--- config.mk ---
export PLATFORM = sky130hd
export DESIGN_NAME = serial_addsub_flat
export DESIGN_NICKNAME = d
export VERILOG_FILES = /design/src/rtl/serial_addsub_if.sv /design/src/rtl/serial_addsub.sv /design/src/flat_wrapper.sv
export SDC_FILE = /design/constraint.sdc
export NUM_CORES = 1
export LEC_CHECK = 0
export CAP_MARGIN = 20
export CORE_AREA = 2 2 49 51
export DETAILED_ROUTE_END_ITERATION = 6
export DIE_AREA = 0 0 51 53
export PLACE_DENSITY = 0.77
export SYNTH_ARGS = -nofsm -noshare
export SYNTH_HDL_FRONTEND = slang
export SYNTH_SLANG_ARGS = --single-unit
--- constraint.sdc ---
create_clock -name clk -period 3.61 [get_ports clk]
set_input_delay 0.5415 -clock clk [delete_from_list [all_inputs] [get_ports clk]]
set_output_delay 0.5415 -clock clk [all_outputs]
set_load 0.1 [all_outputs]
--- src/rtl/serial_addsub_if.sv ---
// Serial add/subtract interface: operand bit stream in, result bit stream and frame status out.
// Latency: none, this is wiring only.
// Backpressure: none; the stream is never stalled.
// Ports: start/mode/in1/in2 drive the datapath (master -> slave);
//        out/out_valid/busy/done/result/carry_out/overflow report back (slave -> master).
interface serial_addsub_if #(
  parameter int WIDTH = 8
);
  logic             start;
  logic             mode;
  logic             in1;
  logic             in2;
  logic             out;
  logic             out_valid;
  logic             busy;
  logic             done;
  logic [WIDTH-1:0] result;
  logic             carry_out;
  logic             overflow;

  modport master (
    output start, mode, in1, in2,
    input  out, out_valid, busy, done, result, carry_out, overflow
  );

  modport slave (
    input  start, mode, in1, in2,
    output out, out_valid, busy, done, result, carry_out, overflow
  );
endinterface

--- src/rtl/serial_addsub.sv ---
// Bit-serial LSB-first adder/subtractor over WIDTH-bit frames with parallel result capture.
// Latency: each result bit is registered one cycle after its operand bits; done follows the MSB by one cycle.
// Backpressure: none; one bit is consumed every cycle of a frame and frames may run back to back.
// Ports: clk, reset (synchronous, active-low); bus (slave modport) carries start/mode/in1/in2
//        in and out/out_valid/busy/done/result/carry_out/overflow out.
module serial_addsub #(
  parameter int WIDTH = 8
) (
  input  logic           clk,
  input  logic           reset,
  serial_addsub_if.slave bus
);
  localparam int CW = $clog2(WIDTH + 1);

  typedef enum logic {
    IDLE = 1'b0,
    RUN  = 1'b1
  } state_t;

  state_t           state, state_nxt;
  logic [CW-1:0]    count, count_nxt;
  logic             carry, carry_nxt;
  logic             mode_q, mode_nxt;
  logic [WIDTH-1:0] acc, acc_nxt;

  logic             out_r, out_nxt;
  logic             out_valid_r, out_valid_nxt;
  logic             done_r, done_nxt;
  logic [WIDTH-1:0] result_r, result_nxt;
  logic             carry_out_r, carry_out_nxt;
  logic             overflow_r, overflow_nxt;

  // per-bit datapath
  logic             consume;
  logic             m_eff;
  logic             c_in;
  logic [CW-1:0]    idx;
  logic             b;
  logic             s;
  logic             c_out;
  logic             last;

  always_comb begin
    state_nxt     = state;
    count_nxt     = count;
    carry_nxt     = carry;
    mode_nxt      = mode_q;
    acc_nxt       = acc;
    out_nxt       = out_r;
    out_valid_nxt = 1'b0;
    done_nxt      = 1'b0;
    result_nxt    = result_r;
    carry_out_nxt = carry_out_r;
    overflow_nxt  = overflow_r;

    consume = 1'b0;
    m_eff   = mode_q;
    c_in    = carry;
    idx     = count;

    case (state)
      IDLE: begin
        // Frame start: mode is taken straight from the pins, and the carry is
        // seeded with mode so subtract becomes in1 + ~in2 + 1.
        if (bus.start) begin
          consume = 1'b1;
          m_eff   = bus.mode;
          c_in    = bus.mode;
          idx     = '0;
        end
      end
      RUN: begin
        consume = 1'b1;
      end
      default: begin
        consume = 1'b0;
      end
    endcase

    b     = bus.in2 ^ m_eff;
    s     = bus.in1 ^ b ^ c_in;
    c_out = (bus.in1 & b) | (bus.in1 & c_in) | (b & c_in);
    last  = (idx == CW'(WIDTH - 1));

    if (consume) begin
      out_nxt       = s;
      out_valid_nxt = 1'b1;
      carry_nxt     = c_out;
      mode_nxt      = m_eff;
      // Shift in from the top: after WIDTH bits the LSB has reached bit 0,
      // and any bits of an aborted frame have been pushed out.
      acc_nxt            = acc >> 1;
      acc_nxt[WIDTH-1]   = s;
      if (last) begin
        state_nxt     = IDLE;
        count_nxt     = '0;
        carry_nxt     = 1'b0;
        done_nxt      = 1'b1;
        result_nxt    = acc_nxt;
        carry_out_nxt = c_out;
        overflow_nxt  = c_in ^ c_out;
      end else begin
        state_nxt = RUN;
        count_nxt = idx + 1'b1;
      end
    end
  end

  always_ff @(posedge clk) begin
    if (!reset) begin
      state       <= IDLE;
      count       <= '0;
      carry       <= 1'b0;
      mode_q      <= 1'b0;
      acc         <= '0;
      out_r       <= 1'b0;
      out_valid_r <= 1'b0;
      done_r      <= 1'b0;
      result_r    <= '0;
      carry_out_r <= 1'b0;
      overflow_r  <= 1'b0;
    end else begin
      state       <= state_nxt;
      count       <= count_nxt;
      carry       <= carry_nxt;
      mode_q      <= mode_nxt;
      acc         <= acc_nxt;
      out_r       <= out_nxt;
      out_valid_r <= out_valid_nxt;
      done_r      <= done_nxt;
      result_r    <= result_nxt;
      carry_out_r <= carry_out_nxt;
      overflow_r  <= overflow_nxt;
    end
  end

  assign bus.out       = out_r;
  assign bus.out_valid = out_valid_r;
  assign bus.busy      = (state == RUN);
  assign bus.done      = done_r;
  assign bus.result    = result_r;
  assign bus.carry_out = carry_out_r;
  assign bus.overflow  = overflow_r;
endmodule

--- src/flat_wrapper.sv ---
// flat-port wrapper written by rule: the top's interface ports become plain ports
module serial_addsub_flat 
#(
  parameter int WIDTH = 8
)
  (clk, reset, bus_start, bus_mode, bus_in1, bus_in2, bus_out, bus_out_valid, bus_busy, bus_done, bus_result, bus_carry_out, bus_overflow);
  serial_addsub_if #(.WIDTH(WIDTH)) bus_i ();
  input  logic clk;
  input  logic reset;
  input wire logic [$bits(bus_i.start)-1:0] bus_start;
  input wire logic [$bits(bus_i.mode)-1:0] bus_mode;
  input wire logic [$bits(bus_i.in1)-1:0] bus_in1;
  input wire logic [$bits(bus_i.in2)-1:0] bus_in2;
  output wire logic [$bits(bus_i.out)-1:0] bus_out;
  output wire logic [$bits(bus_i.out_valid)-1:0] bus_out_valid;
  output wire logic [$bits(bus_i.busy)-1:0] bus_busy;
  output wire logic [$bits(bus_i.done)-1:0] bus_done;
  output wire logic [$bits(bus_i.result)-1:0] bus_result;
  output wire logic [$bits(bus_i.carry_out)-1:0] bus_carry_out;
  output wire logic [$bits(bus_i.overflow)-1:0] bus_overflow;
  assign bus_i.start = bus_start;
  assign bus_i.mode = bus_mode;
  assign bus_i.in1 = bus_in1;
  assign bus_i.in2 = bus_in2;
  assign bus_out = bus_i.out;
  assign bus_out_valid = bus_i.out_valid;
  assign bus_busy = bus_i.busy;
  assign bus_done = bus_i.done;
  assign bus_result = bus_i.result;
  assign bus_carry_out = bus_i.carry_out;
  assign bus_overflow = bus_i.overflow;
  serial_addsub #(.WIDTH(WIDTH)) u_core (.clk(clk), .reset(reset), .bus(bus_i));
endmodule
Word-level counts from Yosys, hierarchy flattened --
Index checks and enable logic that the tools add are counted.
Word-level totals: flip-flop bits (word level) 28, input port bits 6, output and inout bits 14
Operators by class: add/sub/neg operators 1, eq/ne operators 1, mux-type cells 13, bitwise gates (word level) 10, reductions and logical operators 2
Operator list (number):
- $mux 4 | 3
- $mux 1 | 9
- $add 4x1->4 const B | 1
- $eq 4x3->1 const B | 1
- $reduce_and 2->1 | 2
- $xor 1x1->1 | 4
- $and 1x1->1 | 3
- $or 1x1->1 | 2
- $pmux 1 s2 | 1
- $not 1->1 | 1

Logic depth before layout (Yosys ltp) --
Gate-level depths: netlist (run 1).
depth after elaboration 7, depth in mapped cells 8, depth with buffers taken out 7

Least setup slack after synthesis (run 1) --
OpenSTA, ideal clock, no wires.
path kind reg2reg, from reg u_core.state (netlist: u_core.bus.busy), to reg u_core.overflow_r (netlist: u_core.bus.overflow), data arrival time 2.447 ns, required time 3.530 ns, setup slack 1.083 ns, cell stages (with the launch flop) 9, path buffers 1, period minus slack after synthesis 2.527 ns, path through dfxtp_1 buf_6 and3b_4 a21oi_1 xor2_1 fa_1 inv_1 a2111oi_4 a211oi_2
Between the ends: word-level cells in the longest chain between the ends 6
RTL lines:
- from (decl) | line serial_addsub.sv:20 | state_t state, state_nxt;
- from (signal assigned) | line serial_addsub.sv:123 | state <= state_nxt;
- $mux 1 | line serial_addsub.sv:61 | case (state)
- $xor 1x1->1 | line serial_addsub.sv:80 | b = bus.in2 ^ m_eff;
- $and 1x1->1 | line serial_addsub.sv:82 | c_out = (bus.in1 & b) | (bus.in1 & c_in) | (b & c_in);
- $or 1x1->1 (2 in series) | line serial_addsub.sv:82
- $xor 1x1->1 | line serial_addsub.sv:101 | overflow_nxt = c_in ^ c_out;
- to (signal assigned) | line serial_addsub.sv:133 | overflow_r <= overflow_nxt;
- to (decl) | line serial_addsub.sv:31 | logic overflow_r, overflow_nxt;
Several ways; a longest one is shown, not always the timed one. A chain may end at the register's enable or synchronous reset.

Worst setup path after layout (run 1) --
from reg u_core.state (netlist: u_core.bus.busy), to out bus_busy
RTL lines:
- to (decl) | line flat_wrapper.sv:16 | output wire logic [$bits(bus_i.busy)-1:0] bus_busy;
No word-level cell between the ends.

==> summary.txt, run 1 <==
Min path
  • Worst min-delay path class: register to register

Floorplanning
  • Die width: 51 um
  • Die height: 53 um
  • CORE AREA: 2148 sq um
  • Die Footprint: 2703 sq um
  • IO Count: 20
  • Num rows: 17
  • Starting density of the core: 52.77%

CTS
  • CTS root buf: clkbuf_4
  • Clk pin slew, worst setup/hold paths: 0.14 ns
  • CTS tree: built
  • Buffer depth of the longest clock path: 2
  • Clock sink count: 26
  • Clock Latency Late Sink: 0.32 ns
  • CTS Hold Bufs: 0
  • CTS Buf Count: 3
  • H-tree depth: 1
  • Post-CTS setup buffers: 0
  • Cts repair resizes: 0

Job
  • Maxcap violations: 0

Setup path
  • R2R Path End: u_core.bus.overflow
  • Critical path launch point: u_core.bus.busy
  • Worst Setup EP: bus_busy
  • CP startpoint kind: register
  • Required @ worst endpoint: 3.07 ns
  • Crit path largest cell delay: 1.21 ns
  • R2R setup slack: 1.49 ns
  • Crit path kind: register to output port
  • Arr. time, crit path: 2.14 ns
  • CP Max Fanout: 12
  • Crit path max-delay family: buffers and inverters
  • R2R cell count: 6
  • Reg-to-reg startpoint: u_core.bus.busy
  • Worst path cell trace: clkdlybuf4s50_1
  • Buf/Inv on CP: 1
  • Worst path depth: 1
  • Worst-path cell with the longest stage delay: clkdlybuf4s50_1
  • CP Capture Type: output port

Timing
  • Fin Hold WS: 0.4648 ns
  • Minimum clock period: 2.678 ns
  • Worst slew margin: 34.89%
  • Clock skew: 0.003225 ns
  • Unrepaired setup endpoints after global routing: false
  • Max Clock Freq: 0.3734 GHz
  • Max-slew violation count: 0
  • Final hold violation count: 0
  • Worst-Margin Slew: 0.9736 ns
  • Crit share post-route: 74.19%
  • Fin Setup TNS: 0 ns
  • Final WS setup: 0.9319 ns
  • Setup violators final: 0

GRT
  • First-pass GRT wire length: 3332 um
  • Initial antenna violation count: 0
  • Largest net degree at the start of global routing: 26
  • GRT Overall Usage: 16.49%
  • Vias in the first global route: 763
  • Grt ovf: 0

Logic synthesis
  • Simple-gate share of the synthesized area: 23.18%
  • Flops & latches, synth: 26
  • Post-synth EDFFs: 0
  • Synth area leaders: dfxtp_1, nand2_1, a21boi_1
  • Complex-gate fraction of the synthesized area: 21.08%
  • Mux contribution to synthesized area: 0.8830%
  • Top FF cell, synth: dfxtp_1
  • Yosys top cell area share: 45.92%
  • Syn_nets: 128
  • XOR/XNOR share of the synthesized area: 0.7726%
  • Adder-Cell Fraction of Synth Area: 2.870%
  • Post-Synthesis Cell Area: 1134 sq um
  • Register area share after synthesis: 45.92%
  • Largest family of logic cells by synthesized area: simple AND/OR/NAND/NOR gates
  • Mean Syn Cell Area: 9.447 sq um
  • Mapped Cells: 120
  • Post-synth cell types: 30
  • Post-synth top cells: nand2_1, dfxtp_1, a21boi_1, a21boi_0
  • Most numerous cell in the Yosys netlist: nand2_1
  • Yosys warnings: 0
  • Share of synthesized flip-flops with an asynchronous set or reset: 0%
  • Biggest area consumer among synthesized cells: dfxtp_1

Cells and area
  • Share of cells above drive strength 1: 8.759%
  • N_diodes: 0
  • Area grow syn2layout: 20.20%
  • Final nets: 146
  • Non-Filler Instances: 165

Drt
  • 1st-iter DRT viols: 11
  • Total number of vias: 830
  • Post-DRT Antenna Nets: 0
  • First drt pass iteration count: 4
  • WL per Instance: 11.45 um
  • Drc violations: 0
  • Vias per cell: 5.030
  • Final WL: 1890 um

Placed design
  • Hpwl dp: 1331 um
  • Placed Instances: 161
  • I/O Buffers: 19
  • GP Congestion: 0.7972
  • Dpl ws: 1.011 ns

Power and ir drop
  • Peak VDD IR: 250.0 uV
  • Pwr per Cell Area: 428.7 nW/um^2
  • Total Power: 584.1 uW
  • Leakage power: 0.0005330 uW

Status
  • Status: finished, final reports clean
==> per-layer routing <==
layer	up-vias	GRT usage (%)	part of all wire (%)
met5	-	0	0
met3	4	3.107	2.8
li1	438	-	-
met2	12	25.32	47
met1	376	22.14	49
met4	0	8.108	1.8
==> cell families after synthesis <==
family | Yosys count
adders and majority gates | 2
buffers and inverters | 9
and+or+nand+nor | 52
DFF | 26
muxes | 1
AOI/OAI and AO/OA | 29
xor gates and xnor gates | 1
==> worst register-to-register path, cell delays in order (launching register included) <==
cell and delay, ns:
dfxtp_1 0.60, nand2b_4 0.25, and2_1 0.14, ha_1 0.26, nand4b_2 0.33, a2111oi_4 0.38
a211oi_2 0.07
==> flip-flops by register name (all words and copies together) (netlist names) <==
register / cells
u_core.bus.done: 1
u_core.bus.out_valid: 1
u_core.carry: 1
u_core.bus.overflow: 1
u_core.bus.carry_out: 1
u_core.bus.out: 1
u_core.count: 4
u_core.acc: 6
u_core.bus.busy: 1
u_core.bus.result: 8
u_core.mode_q: 1
==> metrics by stage <==
| stage | cell area [sq um] | utilization [%] |
|---|---|---|
| 2_1_floorplan | 1134 | - |
| 3_3_place_gp | 1310 | 60.98 |
| 3_5_place_dp | 1310 | 60.98 |
| 4_1_cts | 1363 | 63.42 |
| 5_1_grt | 1363 | 63.42 |
| 6_report | 1363 | 63.42 |
==> area by class of cell <==
class | count | area [sq um]
Multi-Input combinational cell | 85 | 553.0
Sequential cell | 26 | 520.5
Clock buffer | 3 | 22.52
Fill cell | 183 | 785.8
Timing Repair Buffer | 19 | 190.2
Inverter | 3 | 11.26
Clock inverter | 1 | 30.03
Tap cell | 28 | 35.03
==> layout by cell type (no fill, tap or decap), types with 2 or more instances in the layout <==
| master | count |
|---|---|
| a21boi_0 | 6 |
| dfxtp_1 | 26 |
| nand3_1 | 2 |
| clkdlybuf4s50_1 | 19 |
| clkbuf_4 | 3 |
| o21ai_0 | 3 |
| inv_1 | 3 |
| nor2_1 | 4 |
| and2_1 | 4 |
| a21oi_1 | 2 |
| a211oi_1 | 2 |
| nand2_1 | 33 |
| o211a_1 | 3 |
| nor2b_1 | 3 |
| a21boi_1 | 9 |
==> power breakdown <==
group | leakage [uW] | switching (uW) | internal (uW)
logic | 0.000294 | 49.2 | 29.0
registers | 0.000211 | 9.74 | 296
clock network | 0.0000279 | 87.4 | 112
total | 0.000533 | 146 | 438
==> how the worst min path moves through the flow <==
stage	from	to	slack, ns	depth (start not counted)
detailed placement	u_core.bus.result[4]	u_core.bus.result[4]	0.45	2
global placement	u_core.acc[1]	u_core.acc[1]	0.44	2
finish	u_core.bus.result[3]	u_core.bus.result[3]	0.46	2
CTS	u_core.bus.result[3]	u_core.bus.result[3]	0.47	2
floorplan	u_core.acc[1]	u_core.acc[1]	0.43	2
global route	u_core.bus.result[3]	u_core.bus.result[3]	0.50	2
(Power assumes the default switching activity.)
==> inputs of run 2 (changes only) <==
Settings changed: CORE_AREA 2 2 49 51 to 2 2 51 53, DIE_AREA 0 0 51 53 to 0 0 53 55, PLACE_DENSITY 0.77 to 0.72.
Clock period 3.61 ns to 2.55 ns, I/O delays scaled along.
==> summary.txt, run 2 (synthesized netlist as in run 1, its figures left out) <==
Timing
  • Worst slew margin: 66.89% (was 34.89%)
  • Max-slew violation count: 0 (unchanged)
  • Final hold violation count: 0 (unchanged)
  • Setup violators final: 0 (unchanged)
  • Worst-Margin Slew: 0.4951 ns (was 0.9736 ns)
  • Unrepaired setup endpoints after global routing: false (unchanged)
  • Clock skew: 0.005568 ns (was 0.003225 ns)
  • Fin Setup TNS: 0 ns (unchanged)
  • Final WS setup: 0.4521 ns (was 0.9319 ns)
  • Max Clock Freq: 0.4767 GHz
  • Crit share post-route: 82.27%
  • Minimum clock period: 2.098 ns

Drt
  • Drc violations: 0 (unchanged)
  • Total number of vias: 843 (was 830)
  • Vias per cell: 4.959 (was 5.030)
  • 1st-iter DRT viols: 15 (was 11)
  • Post-DRT Antenna Nets: 0 (unchanged)
  • Final WL: 2053 um (was 1890 um)
  • WL per Instance: 12.08 um (was 11.45 um)
  • First drt pass iteration count: 4 (unchanged)

Min path
  • Hold-critical path endpoint: u_core.bus.result[2] (was u_core.bus.result[3])
  • Hold-critical path depth: 2 (unchanged)
  • Worst hold path startpoint: u_core.bus.result[2] (was u_core.bus.result[3])
  • Worst min-delay path class: register to register (unchanged)

Setup path
  • Reg-to-reg startpoint: u_core.bus.busy (unchanged)
  • R2R cell count: 7 (was 6)
  • R2R setup slack: 0.45 ns (was 1.49 ns)
  • R2R Path End: u_core.bus.overflow (unchanged)
  • CP Max Fanout: 12 (unchanged)
  • Arr. time, crit path: 2.36 ns (was 2.14 ns)
  • Required @ worst endpoint: 2.81 ns (was 3.07 ns)
  • Crit path kind: register to register (was register to output port)
  • CP startpoint kind: register (unchanged)
  • CP Capture Type: register (was output port)

Floorplanning
  • Die height: 55 um (was 53 um)
  • Starting density of the core: 47.94% (was 52.77%)
  • CORE AREA: 2365 sq um (was 2148 sq um)
  • Num rows: 18 (was 17)
  • Die width: 53 um (was 51 um)
  • IO Count: 20 (unchanged)
  • Die Footprint: 2915 sq um (was 2703 sq um)

Power and ir drop
  • Total Power: 834.9 uW (was 584.1 uW)
  • Pwr per Cell Area: 617.3 nW/um^2 (was 428.7 nW/um^2)
  • Leakage power: 0.0005736 uW (was 0.0005330 uW)
  • Peak VDD IR: 407.6 uV (was 250.0 uV)

Placed design
  • Placed Instances: 166 (was 161)
  • GP Congestion: 0.7821 (was 0.7972)
  • Hpwl dp: 1405 um (was 1331 um)
  • I/O Buffers: 19 (unchanged)
  • Dpl ws: 0.2293 ns (was 1.011 ns)

CTS
  • Clk pin slew, worst setup/hold paths: 0.15 ns (was 0.14 ns)
  • Cts repair resizes: 0 (unchanged)
  • CTS Buf Count: 3 (unchanged)
  • CTS root buf: clkbuf_4 (unchanged)
  • Buffer depth of the longest clock path: 2 (unchanged)
  • H-tree depth: 1 (unchanged)
  • CTS Hold Bufs: 0 (unchanged)
  • Post-CTS setup buffers: 0 (unchanged)
  • Clock sink count: 26 (unchanged)
  • Clock Latency Late Sink: 0.33 ns (was 0.32 ns)
  • CTS tree: built (unchanged)

Cells and area
  • N_diodes: 0 (unchanged)
  • Final nets: 149 (was 146)
  • Non-Filler Instances: 170 (was 165)
  • Most common cell after layout, fill and taps aside: nand2_1 (unchanged)
  • Most frequent cells in the layout: nand2_1, dfxtp_1, buf_4 (was nand2_1, dfxtp_1, clkdlybuf4s50_1)
  • Largest register FFs: 8 (unchanged)
  • Area grow syn2layout: 19.32% (was 20.20%)
  • Fillers: 229 (was 183)
  • Area of the multi-input gates: 553.0 sq um (unchanged)
  • Core Util, Final: 57.20% (was 63.42%)
  • Register area: 520.5 sq um (unchanged)
  • Share of cells above drive strength 1: 20.71% (was 8.759%)

GRT
  • Vias in the first global route: 746 (was 763)
  • Grt ovf: 0 (unchanged)
  • Largest net degree at the start of global routing: 16 (was 26)
  • Initial antenna violation count: 0 (unchanged)
  • First-pass GRT wire length: 3367 um (was 3332 um)
  • GRT Overall Usage: 16.31% (was 16.49%)

Job
  • Maxcap violations: 0 (unchanged)

Status
  • Status: finished, final reports clean (unchanged)
[run 2: worst max path at each step]
stage                               start                   to  slack (ns)
after floorplan           u_core.bus.busy  u_core.bus.overflow        0.02
after CTS                 u_core.bus.busy  u_core.bus.overflow        0.44
after detailed placement        bus_start  u_core.bus.overflow        0.23
after global routing      u_core.bus.busy         u_core.carry        0.27
after global placement          bus_start  u_core.bus.overflow        0.29
final                     u_core.bus.busy  u_core.bus.overflow        0.45
[run 2: area by class of cell]
cell class | instances | area share (%)
multi-input cells | 85 | 40.89
clock inverters | 1 | 2.220
flip-flops and latches | 26 | 38.48
inverters | 3 | 0.8326
well taps | 30 | 2.775
clock buffers | 3 | 1.665
repair buffers | 22 | 13.14
[run 2: metrics by stage]
step                      hold WS, ns  cell area [sq um]
after floorplan                0.4310               1134
after global placement         0.4367               1300
after detailed placement       0.4472               1300
after CTS                      0.4666               1353
after global routing           0.4823               1353
final                          0.4634               1353
[run 2: layer usage]
layer	track usage [%]	vias to the layer above	share of wire, %
li1	-	445	-
met1	21.01	377	48
met2	26.46	17	47
met3	2.419	4	3.8
met4	8.974	0	1.2
met5	0	-	0
[run 2: power breakdown]
part           switching, uW  internal, uW  leakage (uW)
sequential              13.9           420      0.000211
combinational           72.4          41.8      0.000334
clock                    128           159     0.0000279
[run 2: critical path, stage by stage, from the launching register on]
cell       delay (ns)
dfxtp_1          0.62
and3b_4          0.29
a21oi_1          0.19
xor2_1           0.12
fa_1             0.44
inv_1            0.13
a2111oi_4        0.05
a211oi_2         0.20
